--- src/rtl/fifo_drain_ctrl.sv ---
// -----------------------------------------------------------------------------
// fifo_drain_ctrl
//
// Pulls words out of a synchronous FIFO (read data one cycle after rd_en) and
// presents them on a valid/ready stream, grouping beats into bursts of
// BURST_LEN with m_last on the final beat. A 2-entry skid buffer absorbs the
// one-cycle read latency so a full-rate stream survives downstream stalls
// without dropping or duplicating words.
//
// Ports
//   clk, rst_n      : clock, asynchronous active-low reset
//   enable          : 1 = drain, 0 = stop issuing reads and flush what is owed
//   fifo_empty      : FIFO empty flag
//   fifo_underflow  : FIFO underflow flag (sets err_underflow, discards data)
//   fifo_data_out   : FIFO read data
//   fifo_rd_en      : FIFO read request (combinational)
//   m_valid/m_ready : downstream handshake
//   m_data, m_last  : downstream beat and end-of-burst marker
//   busy            : controller is not IDLE
//   err_underflow   : sticky underflow flag, cleared only by reset
//   beat_total      : free-running count of delivered beats
// -----------------------------------------------------------------------------
module fifo_drain_ctrl #(
    parameter int FIFO_WIDTH = 16,
    parameter int BURST_LEN  = 4
) (
    input  logic                  clk,
    input  logic                  rst_n,
    input  logic                  enable,
    input  logic                  fifo_empty,
    input  logic                  fifo_underflow,
    input  logic [FIFO_WIDTH-1:0] fifo_data_out,
    output logic                  fifo_rd_en,
    output logic                  m_valid,
    input  logic                  m_ready,
    output logic [FIFO_WIDTH-1:0] m_data,
    output logic                  m_last,
    output logic                  busy,
    output logic                  err_underflow,
    output logic [15:0]           beat_total
);

    localparam logic [7:0] LAST_BEAT = 8'(BURST_LEN - 1);

    typedef enum logic [1:0] {
        IDLE = 2'd0,
        RUN  = 2'd1,
        STOP = 2'd2
    } state_t;

    state_t                         state, state_nxt;
    logic [1:0]                     count;     // occupied skid entries, 0..2
    logic                           inflight;  // read issued last cycle, data arrives now
    logic [1:0][FIFO_WIDTH-1:0]     skid;      // skid[0] is always the oldest word
    logic [7:0]                     beat_cnt;
    logic                           pop;
    logic                           capture;
    logic [2:0]                     occ;       // entries owed after this cycle settles

    assign pop     = m_valid & m_ready;
    // Data belonging to an underflowing cycle is dropped, never buffered.
    assign capture = inflight & ~fifo_underflow;

    // Count what the buffer will hold once this cycle's arrival and departure
    // are both accounted for; a new read only goes out if its data will have
    // a free slot when it lands next cycle. pop implies count>=1, so no wrap.
    assign occ = {1'b0, count} + {2'b00, inflight} - {2'b00, pop};

    assign fifo_rd_en = (state == RUN) & ~fifo_empty & (occ < 3'd2);

    assign m_valid = (count != 2'd0);
    assign m_data  = skid[0];
    assign m_last  = (count != 2'd0) & (beat_cnt == LAST_BEAT);
    assign busy    = (state != IDLE);

    // ---------------------------------------------------------------- FSM
    always_ff @(posedge clk or negedge rst_n) begin
        if (!rst_n) begin
            state <= IDLE;
        end else begin
            state <= state_nxt;
        end
    end

    always_comb begin
        state_nxt = state;
        case (state)
            IDLE: if (enable) state_nxt = RUN;
            RUN:  if (!enable) state_nxt = STOP;
            STOP: begin
                if (enable) begin
                    state_nxt = RUN;
                end else if (!inflight && (count == 2'd0)) begin
                    state_nxt = IDLE;
                end
            end
            default: state_nxt = IDLE;
        endcase
    end

    // -------------------------------------------------------- read tracking
    always_ff @(posedge clk or negedge rst_n) begin
        if (!rst_n) begin
            inflight <= 1'b0;
        end else begin
            inflight <= fifo_rd_en & ~fifo_empty;
        end
    end

    // ---------------------------------------------------------- skid buffer
    always_ff @(posedge clk or negedge rst_n) begin
        if (!rst_n) begin
            count <= 2'd0;
            skid  <= '0;
        end else begin
            case ({capture, pop})
                2'b10: begin
                    // Read pacing guarantees count<2 here; guard anyway.
                    if (count != 2'd2) begin
                        skid[count[0]] <= fifo_data_out;
                        count          <= count + 2'd1;
                    end
                end
                2'b01: begin
                    skid[0] <= skid[1];
                    count   <= count - 2'd1;
                end
                2'b11: begin
                    // Occupancy unchanged; the new word goes behind whatever
                    // remains after the head leaves.
                    if (count == 2'd1) begin
                        skid[0] <= fifo_data_out;
                    end else begin
                        skid[0] <= skid[1];
                        skid[1] <= fifo_data_out;
                    end
                end
                default: ;
            endcase
        end
    end

    // ------------------------------------------------------ beat accounting
    // beat_cnt survives STOP so an interrupted burst resumes where it left off.
    always_ff @(posedge clk or negedge rst_n) begin
        if (!rst_n) begin
            beat_cnt   <= 8'd0;
            beat_total <= 16'd0;
        end else if (pop) begin
            beat_cnt   <= (beat_cnt == LAST_BEAT) ? 8'd0 : beat_cnt + 8'd1;
            beat_total <= beat_total + 16'd1;
        end
    end

    always_ff @(posedge clk or negedge rst_n) begin
        if (!rst_n) begin
            err_underflow <= 1'b0;
        end else if (fifo_underflow) begin
            err_underflow <= 1'b1;
        end
    end

endmodule

--- config.mk ---
export PLATFORM = sky130hd
export DESIGN_NAME = fifo_drain_ctrl
export DESIGN_NICKNAME = d
export VERILOG_FILES = /design/src/rtl/fifo_drain_ctrl.sv
export SDC_FILE = /design/constraint.sdc
export NUM_CORES = 1
export LEC_CHECK = 0
export CAP_MARGIN = 5
export CELL_PAD_IN_SITES_DETAIL_PLACEMENT = 1
export CELL_PAD_IN_SITES_GLOBAL_PLACEMENT = 2
export CORE_ASPECT_RATIO = 1.2
export CORE_MARGIN = 2
export CORE_UTILIZATION = 45
export DETAILED_ROUTE_END_ITERATION = 10
export DONT_BUFFER_PORTS = 1
export PLACE_DENSITY = 0.92
export SLEW_MARGIN = 20
export SYNTH_ARGS = -nofsm -noshare
export SYNTH_HDL_FRONTEND = slang
export SYNTH_SLANG_ARGS = --single-unit
export TNS_END_PERCENT = 20
--- constraint.sdc ---
create_clock -name clk -period 5.2 [get_ports clk]
set_input_delay 0.52 -clock clk [delete_from_list [all_inputs] [get_ports clk]]
set_output_delay 0.52 -clock clk [all_outputs]
set_load 0.01 [all_outputs]
==> metrics.txt <==
Final min period 3.74 ns; ranking of synthesized cells by area dfrtp_1, xnor2_1, o22a_1; Crit Path Class flip-flop to primary output; Setup TNS 0 ns; ANT cells 0; DP Wirelength 3970 um; power per cell area 564 nW/um2; Max Fanout on Critical Path 14; DR pass1 iterations 6; number of synthesized flops with an enable pin 0; Antenna Nets Post-Route 0; Clock Latency Late Sink 0.34 ns; Mean Syn Cell Area 12.3 um2; All-Layer GR Usage 18.3%; largest net degree at the start of global routing 63; final period utilization 72.0%; GPL Wtd Cong 0.765; initial antenna violation count 0; max cap viols 0; die area 7280 um2; fillers 681; first-pass GRT wire length 10,100 um; Worst-Margin Slew 0.853 ns; max-slew violations 0; Top FF cell, synth dfrtp_1; ys async rst share 100%; clock net sink count 62; Synth top area share 52.2%; via/cell ratio 5.55; Fmax 0.267 GHz; die width 78.2 um; nets 260; CP required 4.68 ns; clock root cell clkbuf_8; Reg area 1550 um2; I/O pin count 59; multi-input logic area 1230 um2; final hold violation count 0; I/O Buffers 0; Resize count post-CTS 0; Routed WL per cell 18.4 um; CP endpoint kind primary output; CTS tree done; R2R Path Start count[0]; post-placement cell area 2920 um2; skew final 0.00743 ns; core area 6410 um2; layout cells sized above 1 18.2%; Initial Utilization 46.4%; area leader, netlist dfrtp_1; total wire length 5920 um; Syn Inst Count 241; peak supply drop 0.000273 V; Leakage Power 0.00141 uW; Seq/Total Area, Yosys 52.2%; startpoint types flip-flop; slew margin rel. 43.1%; worst r2r path cells 9; Min-Delay Path Class input pin to asynchronous set/reset pin; r2r setup slk 2.44 ns; Synthesized Nets 270; CTS max path bufs 2; outcome complete, no violations; Setup violations, final 0; Synth top cells by count dfrtp_1, xnor2_1, buf_4, o22a_1, o21a_1; area grow syn2layout 5.43%; total gr overflow 0; worst path arrival time 3.22 ns; Num CTS Buffers 9; # rows 32; final instance area 3140 um2; Detailed Route Iter0 Violations 51; number of global-route vias before repair 1,940; DR vias 1,781; Die Y 93.1 um; end of the worst register-to-register path inflight; Seq cells post-synth 62; clk slew on worst S/H paths 0.07 ns; RSZ-0062 raised after global routing false; count of cell types in the netlist 42; most common cell in the netlist dfrtp_1; mapped cell area 2970 um2; Residual DRC 0; htree depth 3; Syn. warnings 0
## worst max-delay path, cell delays in order, from the launching register on
cell and delay, ns:
dfrtp_1 0.52, inv_2 0.11, ha_1 0.24, nand2b_4 0.22
inv_2 0.23, ha_1 0.27, or2b_1 0.23, fa_1 0.38
xor2_1 0.17, nor4b_1 0.52
## cells in the final DEF, fill, tap and decap left out, types with 2 or more instances in the layout
cell,instances
and2_1,3
nand3_1,8
a21oi_1,3
nand4_1,6
nor4b_1,2
clkbuf_8,12
or2_2,2
inv_2,2
xnor2_1,19
nand2_1,13
clkinv_2,2
nand2b_1,2
nor3_1,4
o21ai_0,3
nor2_1,5
mux2_4,9
xor2_1,3
and4_1,2
inv_1,7
o22a_1,16
mux2_2,6
ha_1,6
and3_1,3
dfrtp_1,62
a21o_1,3
o21a_1,15
## what timing repair did
item	4_1_cts	5_1_grt
hold buffers	1	0
endpoints found under the hold margin	62	0
setup buffers	0	0
## area by class of cell
class | count | share of cell area (%)
clock inverters | 3 | 0.559
clock buffers | 13 | 5.39
inverters | 9 | 1.08
well taps | 85 | 3.39
repair buffers | 1 | 0.878
flip-flops and latches | 62 | 49.5
multi-input cells | 148 | 39.2
## sequential cells by signal, summed over array words and instances (netlist names)
name,flops
beat_total,16
m_data,16
skid,16
beat_cnt,8
count,2
state,2
err_underflow,1
inflight,1
## cell families (layout without fill, tap and decap cells)
group	after synthesis	in the layout	share of synthesized area [%]
AOI/OAI and AO/OA	46	46	12.6
buffers and inverters	31	26	6.48
muxes	16	16	7.15
and+or+nand+nor	57	57	11.9
adders and majority gates	7	7	3.20
DFF	62	62	52.2
xor gates and xnor gates	22	22	6.48
## how the worst max path moves through the flow
stage          startpoint         end  cells past startpoint
4_1_cts          count[0]  fifo_rd_en                      9
2_1_floorplan    count[0]  fifo_rd_en                     10
5_1_grt          count[0]  fifo_rd_en                      9
6_report         count[0]  fifo_rd_en                      9
3_5_place_dp     count[0]  fifo_rd_en                      9
3_3_place_gp     count[0]  fifo_rd_en                      9
## power breakdown
group	internal (uW)	switching [uW]
Sequential	654	206
Clock	211	186
Combinational	278	235
Total	1140	627
## through the flow
stage	hold slack, ns	utilization [%]	worst slack [ns]	cells	total power [uW]
after floorplan	0.224	-	2.05	241	1340
after global routing	0.0622	48.9	1.27	321	1900
final	0.0557	48.9	1.46	321	1770
after CTS	0.0533	48.9	1.43	321	1790
after global placement	0.226	45.6	1.89	304	1340
after detailed placement	0.226	45.6	1.80	304	1380
## layer usage
metal / GRT usage, % / up-vias / part of all wire (%)
met1: 21.8 / 915 / 43
li1: - / 813 / -
met3: 6.47 / 9 / 6.2
met4: 8.33 / 0 / 1.9
met5: 0 / - / 0
met2: 29.7 / 44 / 49
Power figures use the tool's default switching activity.
